$ cat src/rtl/serdes_serializer.sv
// serdes_serializer: parallel-to-serial transmitter for the serdes link.
//
// Accepts WIDTH-bit words on a valid/ready handshake into a one-word holding
// register, then shifts each word out one bit per clock on ser_out. A word
// waiting in the holding register is started immediately after the previous
// word's final bit, so back-to-back words stream without an idle cycle.
//
// Parameters:
//   WIDTH      data bits per word (2..32)
//   MSB_FIRST  1: bit WIDTH-1 goes out first; 0: bit 0 goes out first
//
// Ports:
//   clk         system clock, rising edge
//   rst         asynchronous active-high reset
//   data_in     word to transmit, captured on accept
//   data_valid  data_in holds a valid word
//   data_ready  holding register empty (accept = data_valid && data_ready)
//   ser_out     registered serial bit stream
//   ser_frame   high while ser_out carries a word bit (or parity bit)
//   ser_last    high during the final bit period of a word
//   busy        transmitter active or holding register occupied
//
// Build option:
//   SERDES_SERIALIZER_PARITY_EN  appends one even-parity bit after each word;
//                                ser_last then marks the parity bit.

module serdes_serializer #(
    parameter int WIDTH     = 8,
    parameter bit MSB_FIRST = 1'b1
) (
    input  logic             clk,
    input  logic             rst,
    input  logic [WIDTH-1:0] data_in,
    input  logic             data_valid,
    output logic             data_ready,
    output logic             ser_out,
    output logic             ser_frame,
    output logic             ser_last,
    output logic             busy
);

    localparam int CW = $clog2(WIDTH);

`ifdef SERDES_SERIALIZER_PARITY_EN
    typedef enum logic [1:0] {IDLE = 2'd0, SHIFT = 2'd1, PARITY = 2'd2} state_t;
`else
    typedef enum logic [1:0] {IDLE = 2'd0, SHIFT = 2'd1} state_t;
`endif

    state_t           state_q, state_d;
    logic [WIDTH-1:0] hold_q, hold_d;
    logic             hold_full_q, hold_full_d;
    logic [WIDTH-1:0] shreg_q, shreg_d;
    logic [CW-1:0]    bitcnt_q, bitcnt_d;
    logic             ser_out_q, ser_out_d;
    logic             ser_frame_q, ser_frame_d;
    logic             ser_last_q, ser_last_d;
`ifdef SERDES_SERIALIZER_PARITY_EN
    logic             par_q, par_d;
`endif

    logic accept;
    logic load;
    logic last_bit;

    always_comb begin
        accept   = data_valid && !hold_full_q;
        last_bit = (bitcnt_q == CW'(WIDTH - 1));
        load     = 1'b0;

        state_d     = state_q;
        hold_d      = hold_q;
        hold_full_d = hold_full_q;
        shreg_d     = shreg_q;
        bitcnt_d    = bitcnt_q;
        ser_out_d   = 1'b0;
        ser_frame_d = 1'b0;
        ser_last_d  = 1'b0;
`ifdef SERDES_SERIALIZER_PARITY_EN
        par_d       = par_q;
`endif

        // accept only happens with hold empty, load only with hold full,
        // so the two never fight over hold_full_d
        if (accept) begin
            hold_d      = data_in;
            hold_full_d = 1'b1;
        end

        unique case (state_q)
            IDLE: begin
                load = hold_full_q;
            end
            SHIFT: begin
                if (last_bit) begin
`ifdef SERDES_SERIALIZER_PARITY_EN
                    state_d     = PARITY;
                    ser_out_d   = par_q;
                    ser_frame_d = 1'b1;
                    ser_last_d  = 1'b1;
`else
                    if (hold_full_q) load = 1'b1;
                    else             state_d = IDLE;
`endif
                end else begin
                    ser_out_d   = MSB_FIRST ? shreg_q[WIDTH-1] : shreg_q[0];
                    shreg_d     = MSB_FIRST ? (shreg_q << 1) : (shreg_q >> 1);
                    bitcnt_d    = bitcnt_q + 1'b1;
                    ser_frame_d = 1'b1;
`ifndef SERDES_SERIALIZER_PARITY_EN
                    ser_last_d  = (bitcnt_d == CW'(WIDTH - 1));
`endif
                end
            end
`ifdef SERDES_SERIALIZER_PARITY_EN
            PARITY: begin
                if (hold_full_q) load = 1'b1;
                else             state_d = IDLE;
            end
`endif
            default: state_d = IDLE;
        endcase

        // shreg keeps only the bits not yet sent; the first bit goes straight
        // to ser_out so a reload right after the last bit leaves no gap
        if (load) begin
            ser_out_d   = MSB_FIRST ? hold_q[WIDTH-1] : hold_q[0];
            shreg_d     = MSB_FIRST ? (hold_q << 1) : (hold_q >> 1);
            bitcnt_d    = '0;
            ser_frame_d = 1'b1;
            hold_full_d = 1'b0;
            state_d     = SHIFT;
`ifdef SERDES_SERIALIZER_PARITY_EN
            par_d       = ^hold_q;
`endif
        end
    end

    always_ff @(posedge clk or posedge rst) begin
        if (rst) begin
            state_q     <= IDLE;
            hold_q      <= '0;
            hold_full_q <= 1'b0;
            shreg_q     <= '0;
            bitcnt_q    <= '0;
            ser_out_q   <= 1'b0;
            ser_frame_q <= 1'b0;
            ser_last_q  <= 1'b0;
`ifdef SERDES_SERIALIZER_PARITY_EN
            par_q       <= 1'b0;
`endif
        end else begin
            state_q     <= state_d;
            hold_q      <= hold_d;
            hold_full_q <= hold_full_d;
            shreg_q     <= shreg_d;
            bitcnt_q    <= bitcnt_d;
            ser_out_q   <= ser_out_d;
            ser_frame_q <= ser_frame_d;
            ser_last_q  <= ser_last_d;
`ifdef SERDES_SERIALIZER_PARITY_EN
            par_q       <= par_d;
`endif
        end
    end

    assign data_ready = !hold_full_q;
    assign ser_out    = ser_out_q;
    assign ser_frame  = ser_frame_q;
    assign ser_last   = ser_last_q;
    assign busy       = (state_q != IDLE) || hold_full_q;

endmodule
$ cat config.mk
export PLATFORM = sky130hd
export DESIGN_NAME = serdes_serializer
export DESIGN_NICKNAME = d
export VERILOG_FILES = /design/src/rtl/serdes_serializer.sv
export SDC_FILE = /design/constraint.sdc
export NUM_CORES = 1
export LEC_CHECK = 0
export CORE_UTILIZATION = 40
export CTS_CLUSTER_SIZE = 16
export DETAILED_ROUTE_END_ITERATION = 12
export PLACE_DENSITY = 0.69
export SLEW_MARGIN = 20
export SYNTH_ARGS = -nofsm -noshare
export SYNTH_HDL_FRONTEND = slang
export SYNTH_SLANG_ARGS = --single-unit
$ cat constraint.sdc
create_clock -name clk -period 2.7 [get_ports clk]
set_clock_uncertainty 0.2 [all_clocks]
set_input_delay 0.54 -clock clk [delete_from_list [all_inputs] [get_ports clk]]
set_output_delay 0.54 -clock clk [all_outputs]
set_load 0.05 [all_outputs]
# Word level (Yosys, flattened, before mapping)
# Cells that the tools add are included.
# word_totals
inputBits	11
word_cells	48
regBits	25
output_inout_bits	5
# classes
n_reduce_logical	9
eq_ne	7
n_addsub	1
n_mux	23
# ops
cell	n
8-bit two-way mux	3
1-bit two-way mux	12
3-bit two-way mux	3
3-bit == test, second input constant	2
2-bit two-way mux	3
3-bit != test, second input constant	2
2-bit nonzero test	3
2-bit != test, second input constant	2
2-bit one-hot mux with 2 select lines	1
3-bit by 1-bit adder with 3-bit output, second input constant	1
3-bit AND reduction	1
2-bit by 1-bit == test with 1-bit output, second input constant	1
2-bit logical NOT	1
1-bit one-hot mux with 2 select lines	1
2-bit AND reduction	1
1-bit logical AND	1
1-bit logical NOT	1
1-bit logical OR	1

# Depth between registers and ports, before layout
# Gate-level depths: netlist of run 1.
# logic_depth
depth_word	5
mapped_depth	7
mapped_depth_nobuf	5

# Worst setup path before layout of run 1
# No wires, ideal clock.
# synth_timing
path_kind	flip-flop to output port
startpoint	register hold_full_q
endpoint	output port busy
stages_incl_launch_ff	3
setup_slack_ps	993
arrival_ps	967
n_path_buf	1
required_ps	1960
cell_sequence	dfrtp_1 -> buf_4 -> or2_2
# synth_via
elab_chain_len	1
# synth_rtl
element	line_no	text
start: declaration	52	logic hold_full_q, hold_full_d;
start signal: assignment	155	hold_full_q <= hold_full_d;
1-bit logical OR	171	assign busy = (state_q != IDLE) || hold_full_q;
end: declaration	39	output logic busy
# Every way passes these cells.

# Worst setup path after layout of run 1
# layout_timing
startpoint	register hold_full_q
endpoint	output port data_ready
# layout_via
elab_chain_len	1
# layout_rtl
element	line_no	text
1-bit logical NOT	167	assign data_ready = !hold_full_q;
end: declaration	35	output logic data_ready,
# Every way passes these cells.

==> results of run 1 <==
-- per-stage QoR --
stage                util  area [um^2]  cells
floorplan               -         1040     79
global placement    0.491         1220    125
detailed placement  0.491         1220    125
CTS                 0.503         1240    129
global route        0.503         1240    129
finish              0.503         1240    129
-- area by class of cell --
type,instances,area (um^2),share of cell area
clock inverter,1,5.00,0.00402
sequential,23,576,0.462
clock buffer,3,22.5,0.0181
multi-input combinational,49,405,0.326
timing repair buffer,20,188,0.151
tap,30,37.5,0.0302
inverter,3,11.3,0.00905
-- sequential cells by signal (all words and copies together) (netlist names) --
signal       cells
bitcnt_q         3
ser_last         1
ser_out          1
state_q          1
ser_frame        1
shreg_q          7
hold_q           8
hold_full_q      1
-- cells in the final DEF (no fill, tap or decap), types with 2 or more instances in the layout --
master           netlist  routed
mux2i_1                7       7
buf_4                  1       5
ha_1                   3       3
clkdlybuf4s50_1        0      15
o21ai_0                2       2
clkbuf_4               0       3
inv_1                  3       3
o21ai_2                6       6
nand3_1                3       3
dfrtp_1               23      23
nand2_1               12      12
mux2_4                 8       8
-- worst min path at each step --
stage,from,endpoint,slack (ns),cells past startpoint
floorplan,shreg_q[7],ser_out,0.24,2
global placement,shreg_q[7],ser_out,0.25,2
detailed placement,shreg_q[4],shreg_q[5],0.27,2
CTS,shreg_q[2],shreg_q[3],0.30,2
global route,shreg_q[4],shreg_q[5],0.32,2
finish,shreg_q[2],shreg_q[3],0.29,2
-- power breakdown --
group          internal [W]  switching [W]  total, W
Clock             0.0000553       0.000105  0.000160
Sequential         0.000492      0.0000831  0.000575
Combinational      0.000308       0.000332  0.000641
-- metal layers --
metal / vias up / global-route usage
met5: - / 0
met4: 0 / 0.0789
met3: 2 / 0.0172
met2: 8 / 0.219
met1: 316 / 0.157
li1: 306 / -
-- worst max-delay path, stage by stage (launching register included) --
cell             delay, ns
dfrtp_1               0.43
inv_1                 0.16
clkdlybuf4s50_1       0.83
-- kinds of logic after synthesis --
logic type                 synth area share
DFF                                   0.552
AOI/OAI and AO/OA                    0.0720
adders and majority gates            0.0360
and+or+nand+nor                      0.0984
muxes                                 0.182
buffers and inverters                0.0588
==> impl_metrics.yaml, run 1 <==
synth:
  ys_types: 20
  netlist_area_um2: 1040
  yosysTopAreaCell: "dfrtp_1"
  synthTopCellsByArea: "dfrtp_1, mux2_4, mux2i_1"
  ys_seq_area_frac: 0.552
  synth-edff-count: 0
  yosysTopAreaCellShare: 0.552
  ys_seq_elements: 23
  synthesis.nets: 93
  syn_avg_cell_area_um2: 13.2
  async_flop_share: 1.00
  synthTopCellsByCount: "dfrtp_1, nand2_1, mux2_4, mux2i_1, o21ai_2"
  netlist_instances: 79
  yosysWarnings: 0
  yosysMostFrequentCell: "dfrtp_1"
  yosys_most_used_dff: "dfrtp_1"
power:
  p_leak_nw: 0.608
  fin_total_pwr_w: 0.00138
  ir_drop_uv: 592
  power_density_nw_per_um2: 1110
grt:
  antenna_found_initial: 0
  grt_pass1_wl_um: 2570
  grt_pass1_vias: 613
  overflow: 0
  grt_max_degree: 24
  grt_usage: 0.131
floorplan:
  dieArea_um2: 2810
  rows: 18
  ioPinCount: 16
  start_util: 0.421
  core_um2: 2480
  die_y_um: 53.0
  die_w_um: 53.0
clock_tree:
  tritoncts: "done"
  post_cts_buffers: 0
  cts_resized: 0
  cts.clk_slew.worst_paths_ns: 0.14
  clk_latency_ns: 0.31
  clk_path_buf_depth: 2
  htreeDepth: 1
  cts_made_buffers: 3
  ctsHoldBuffers: 0
  cts_root_buf: "clkbuf_4"
  cts_sinks: 23
hold_path:
  min_path_type: "flop to flop"
drt:
  wl_met2_um: 741
  via_per_inst: 4.90
  wl_met3_um: 38
  detail_route.wl_per_cell_um: 12.2
  ant_nets: 0
  wirelength_um: 1570
  highest_layer: "met4"
  drt_iter0_markers: 7
  vias: 632
  wl_met1_um: 775
  dr.pass1.iters: 2
  drc: 0
critical_path:
  critical_path_class: "flop to output port"
  endpoint_kind: "output port"
  worst_ep_arrival_time_ns: 1.74
  worstPathRequired_ns: 1.96
  start_kind: "flop"
  r2r_end: "shreg_q[6]"
  startpoint: "hold_full_q"
  rr_worst_depth: 5
  rrSetupSlack_ns: 0.96
  critical_path.max_fanout: 6
  r2r_start: "bitcnt_q[0]"
  endpoint: "data_ready"
sta:
  post-route-min-period_ns: 2.48
  max-slew-margin-rel: 0.673
  fin_hold_ws_ns: 0.288
  postLayoutSetupSlackWorst_ns: 0.222
  max_freq_mhz: 404
  grt_setup_unrepaired: "no"
  slew_violations: 0
  setup_viol: 0
  final_hold_viol_count: 0
  worst_pin_slew_ns: 0.490
  post-route-period-util: 0.918
  setup_tns_ns: 0
finish:
  diodes: 0
  area_growth_pct: 19.4
  nFillCells: 234
  finalNetCount: 114
  layout-drive-gt1-share: 0.253
place:
  dp_slack_ns: 0.586
  io_buffers: 15
  gp_congestion: 0.679
  dp_hpwl_um: 1150
flow_run:
  max-cap-violations: 0
status:
  status: "finished clean"
Power figures use the tool's default switching activity.
==> inputs of run 2 (changes only) <==
--- a/config.mk
+++ b/config.mk
@@ -5,6 +5,8 @@
 export SDC_FILE = /design/constraint.sdc
 export NUM_CORES = 1
 export LEC_CHECK = 0
+export ABC_AREA = 1
+export ABC_CLOCK_PERIOD_IN_PS = 2700
 export CORE_UTILIZATION = 40
 export CTS_CLUSTER_SIZE = 16
 export DETAILED_ROUTE_END_ITERATION = 12
==> run 2 against run 1 <==
  * Clock-buffer cell count is 1 higher
  * Register-to-register slack better by 0.16 ns
  * Critical path depth stayed put
  * Critical path type unchanged
  * Routed wire length is 9.4% higher
==> impl_metrics.yaml, run 2 <==
status:
  status: "finished clean"
synth:
  synthTopCellsByCount: "nand3_1, nand2_1, dfrtp_1, buf_6"
  ys_seq_elements: 23
  synthTopCellsByArea: "dfrtp_1, nand3_1, nand2_1"
  yosysTopAreaCell: "dfrtp_1"
  yosys_most_used_dff: "dfrtp_1"
  ys_types: 15
  syn_avg_cell_area_um2: 9.57
  yosysWarnings: 0
  netlist_area_um2: 1020
  netlist_instances: 107
  yosysMostFrequentCell: "nand3_1"
  synth-edff-count: 0
  yosysTopAreaCellShare: 0.562
  synthesis.nets: 121
  ys_seq_area_frac: 0.562
  async_flop_share: 1.00
floorplan:
  die_w_um: 52.6
  core_um2: 2320
  dieArea_um2: 2770
  start_util: 0.441
  die_y_um: 52.6
  rows: 17
  ioPinCount: 16
critical_path:
  worstPathRequired_ns: 1.96
  r2r_start: "bitcnt_q[1]"
  rrSetupSlack_ns: 1.12
  worst_ep_arrival_time_ns: 1.50
  startpoint: "hold_full_q"
  critical_path_class: "flop to output port"
  rr_worst_depth: 6
  start_kind: "flop"
  r2r_end: "shreg_q[2]"
  endpoint_kind: "output port"
  critical_path.max_fanout: 23
sta:
  post-route-period-util: 0.831
  max-slew-margin-rel: 0.667
  max_freq_mhz: 446
  setup_tns_ns: 0
  post-route-min-period_ns: 2.24
  setup_viol: 0
  postLayoutSetupSlackWorst_ns: 0.456
  slew_violations: 0
  worst_pin_slew_ns: 0.499
  fin_hold_ws_ns: 0.294
  grt_setup_unrepaired: "no"
  final_hold_viol_count: 0
power:
  power_density_nw_per_um2: 1060
  fin_total_pwr_w: 0.00126
  ir_drop_uv: 609
  p_leak_nw: 0.590
drt:
  wirelength_um: 1720
  detail_route.wl_per_cell_um: 11.5
  drc: 0
  vias: 750
  via_per_inst: 5.03
  drt_iter0_markers: 24
  dr.pass1.iters: 6
  ant_nets: 0
clock_tree:
  ctsHoldBuffers: 0
  clk_path_buf_depth: 2
  cts_resized: 0
  cts_sinks: 23
  clk_latency_ns: 0.30
  post_cts_buffers: 0
  cts_root_buf: "clkbuf_4"
  htreeDepth: 1
  tritoncts: "done"
  cts.clk_slew.worst_paths_ns: 0.12
  cts_made_buffers: 3
grt:
  grt_pass1_wl_um: 2970
  grt_max_degree: 24
  antenna_found_initial: 0
  grt_usage: 0.151
  grt_pass1_vias: 675
  overflow: 0
finish:
  diodes: 0
  reg_top3: "hold_q: 8 flops, shreg_q: 7 flops, bitcnt_q: 3 flops"
  final_cell_mix: "nand3_1, nand2_1, dfrtp_1, clkdlybuf4s50_1"
  top_register: "hold_q"
  layout-drive-gt1-share: 0.0992
  layout.cells.most_common: "nand3_1"
  fin_util: 0.512
  nFillCells: 212
  finalNetCount: 136
  largest_reg_flops: 8
  area_growth_pct: 15.9
place:
  dp_hpwl_um: 1230
  io_buffers: 15
  dp_slack_ns: 0.415
  gp_congestion: 0.750
flow_run:
  max-cap-violations: 0
hold_path:
  hp-start: "hold_q[5]"
  min_path_type: "flop to flop"
  worstHoldPathCells: 2
  holdPathEnd: "hold_q[5]"
-- run 2: cell count changes in the layout (fill, tap and decap cells not counted), moves of 2 or more --
cell | previous run | this run
nand2_1 | 12 | 30
mux2i_1 | 7 | 0
o21ai_2 | 6 | 0
clkdlybuf4s50_1 | 15 | 13
mux2_4 | 8 | 0
nand3_1 | 3 | 31
inv_2 | 0 | 2
nand2_2 | 0 | 2
dlymetal6s2s_1 | 0 | 2
buf_4 | 5 | 1
-- run 2: power breakdown --
part / switching (W) / internal, W
combinational: 0.000351 / 0.000180
clock: 0.0000935 / 0.0000576
sequential: 0.0000954 / 0.000484
-- run 2: area by class of cell --
type                            instances  area [um^2]  share of cell area
Sequential cell                        23          576               0.485
Inverter                                6         25.0              0.0211
Tap cell                               28         35.0              0.0295
Timing Repair Buffer                   16          163               0.137
Multi-Input combinational cell         72          362               0.305
Clock buffer                            4         26.3              0.0222
-- run 2: critical path, stage by stage (launching register included) --
cell and delay (ns):
dfrtp_1 0.50, inv_4 0.24, dlymetal6s2s_1 0.45
-- run 2: through the flow --
stage / area (um^2) / cells
after global placement: 1150 / 145
after floorplan: 1020 / 107
final: 1190 / 149
after global routing: 1190 / 149
after detailed placement: 1150 / 145
after CTS: 1180 / 149
-- run 2: worst max path at each step --
stage                      end  slack (ns)
global placement    data_ready        0.43
global route              busy        0.35
detailed placement        busy        0.41
floorplan                 busy        0.91
finish              data_ready        0.46
CTS                 data_ready        0.06
-- run 2: logic make-up (layout without fill, tap and decap cells) --
group           after synthesis  count (layout)  synth area share
buf+inv                      12              26            0.0843
simple gates                 66              66             0.302
fa+ha+maj                     3               3            0.0367
flops                        23              23             0.562
compound gates                3               3            0.0147
-- run 2: metal layers --
metal  global-route usage  vias to the layer above  wire (um)
met1                0.202                      345        772
met2                0.238                       27        847
met5                    0                        -          0
met4               0.0789                        0         10
li1                     -                      376          -
met3               0.0174                        2         89
==> inputs of run 3 (changes only) <==
--- a/config.mk
+++ b/config.mk
@@ -6,11 +6,11 @@
 export NUM_CORES = 1
 export LEC_CHECK = 0
 export ABC_AREA = 1
-export ABC_CLOCK_PERIOD_IN_PS = 2700
+export ABC_CLOCK_PERIOD_IN_PS = 1800
 export CORE_UTILIZATION = 40
 export CTS_CLUSTER_SIZE = 16
 export DETAILED_ROUTE_END_ITERATION = 12
-export PLACE_DENSITY = 0.69
+export PLACE_DENSITY = 0.72
 export SLEW_MARGIN = 20
 export SYNTH_ARGS = -nofsm -noshare
 export SYNTH_HDL_FRONTEND = slang
==> constraint.sdc (replaced) <==
create_clock -name clk -period 1.8 [get_ports clk]
set_clock_uncertainty 0.2 [all_clocks]
set_input_delay 0.36 -clock clk [delete_from_list [all_inputs] [get_ports clk]]
set_output_delay 0.36 -clock clk [all_outputs]
set_load 0.05 [all_outputs]
==> run 3 against run 2 <==
  * Via count up 4.5%
  * Routed wire length about the same
  * Sequential cell count unchanged
  * Critical path depth up 1
  * Non-clock buffer count up 6
  * First-iteration DRC count down 25%
  * Clock power up 56%
  * Final cell count up 4.0%
  * Combinational power up 76%
  * Worst hold slack worse by 0.12 ns
  * Global-route usage up 0.82 points
  * Largest power group is now combinational cells
==> impl_metrics.yaml, run 3 (same netlist as run 2, synthesis figures left out) <==
floorplan:
  core_um2: 2320
  die_w_um: 52.6
  rows: 17
  dieArea_um2: 2770
  start_util: 0.441
  ioPinCount: 16
  die_y_um: 52.6
finish:
  fin_util: 0.542
  top_register: "hold_q"
  finalNetCount: 142
  final_cell_mix: "nand3_1, nand2_1, dfrtp_1, clkdlybuf4s50_1, buf_4"
  reg_top3: "hold_q: 8 flops, shreg_q: 7 flops, bitcnt_q: 3 flops"
  diodes: 0
  layout.cells.most_common: "nand3_1"
  largest_reg_flops: 8
  layout-drive-gt1-share: 0.189
  area_growth_pct: 22.9
  nFillCells: 207
sta:
  final_hold_viol_count: 0
  max-slew-margin-rel: 0.814
  grt_setup_unrepaired: "no"
  post-route-period-util: 0.925
  slew_violations: 0
  postLayoutSetupSlackWorst_ns: 0.136
  fin_hold_ws_ns: 0.170
  post-route-min-period_ns: 1.66
  setup_tns_ns: 0
  worst_pin_slew_ns: 0.279
  setup_viol: 0
  max_freq_mhz: 601
clock_tree:
  clk_path_buf_depth: 2
  clk_latency_ns: 0.31
  cts_root_buf: "clkbuf_4"
  htreeDepth: 1
  cts_sinks: 23
  cts_made_buffers: 3
  cts.clk_slew.worst_paths_ns: 0.13
  tritoncts: "done"
critical_path:
  critical_path_class: "flop to output port"
  worstPathRequired_ns: 1.24
  start_kind: "flop"
  rrSetupSlack_ns: 0.23
  worst_ep_arrival_time_ns: 1.10
  r2r_end: "shreg_q[4]"
  r2r_start: "bitcnt_q[1]"
  rr_worst_depth: 6
  endpoint_kind: "output port"
  critical_path.max_fanout: 8
place:
  io_buffers: 15
  gp_congestion: 0.795
  dp_slack_ns: 0.247
  dp_hpwl_um: 1250
status:
  status: "finished clean"
power:
  ir_drop_uv: 862
  swShare: 0.416
  fin_total_pwr_w: 0.00202
  p_comb_frac: 0.461
  p_int_w: 0.00118
  clockPowerShare: 0.116
  power_density_nw_per_um2: 1610
  seqPwrFrac: 0.423
  p_leak_nw: 0.628
  power_switching_w: 0.000842
grt:
  overflow: 0
  antenna_found_initial: 0
  grt_pass1_vias: 711
  grt_max_degree: 24
  grt_pass1_wl_um: 3150
  grt_usage: 0.159
drt:
  vias: 784
  via_per_inst: 5.06
  drt_iter0_markers: 18
  wirelength_um: 1720
  ant_nets: 0
  dr.pass1.iters: 4
  detail_route.wl_per_cell_um: 11.1
  drc: 0
flow_run:
  max-cap-violations: 0
hold_path:
  min_path_type: "input pin to async pin"
==> run 3: layout make-up <==
| cell class | count | area (um^2) | area share |
|---|---|---|---|
| multi-input combinational | 72 | 362 | 0.288 |
| timing repair buffer | 22 | 228 | 0.181 |
| inverter | 6 | 27.5 | 0.0219 |
| clock buffer | 3 | 22.5 | 0.0179 |
| sequential | 23 | 576 | 0.458 |
| tap | 28 | 35.0 | 0.0279 |
| clock inverter | 1 | 7.51 | 0.00597 |
==> run 3: worst max-delay path by stage <==
stage	slack, ns	endpoint	startpoint	depth (start not counted)
after floorplan	0.19	busy	hold_full_q	4
after global placement	0.30	shreg_q[4]	bitcnt_q[0]	6
after detailed placement	0.25	shreg_q[4]	bitcnt_q[1]	6
after CTS	0.04	busy	hold_full_q	3
after global routing	0.04	busy	hold_full_q	3
final	0.14	busy	hold_full_q	3
==> run 3: routing by layer <==
metal,part of all wire,vias to the layer above,GRT usage
li1,-,389,-
met1,0.45,375,0.200
met2,0.49,18,0.249
met3,0.051,2,0.0609
met4,0.0093,0,0.0526
met5,0,-,0
==> run 3: worst max-delay path: stages, from the launching register on <==
cell and delay [ns]:
dfrtp_1 0.42, clkinv_4 0.11, nand2_1 0.12, buf_12 0.14
==> run 3: timing repair <==
action                     CTS  global route
setup endpoints to repair    0             1
setup buffers                0             3
hold buffers                 0             0
resized for setup            0             1
==> run 3: stage by stage <==
step	area (um^2)	instances
after floorplan	1020	107
after global placement	1200	148
after detailed placement	1200	148
after CTS	1230	152
after global routing	1260	155
final	1260	155
==> run 3: power by group through the flow <==
stage | combinational, W | sequential [W] | clock, W
floorplan | 0.000644 | 0.000911 | 0
global placement | 0.000861 | 0.000858 | 0
detailed placement | 0.000895 | 0.000862 | 0
CTS | 0.000893 | 0.000855 | 0.000247
global route | 0.00103 | 0.000883 | 0.000279
finish | 0.000932 | 0.000856 | 0.000235
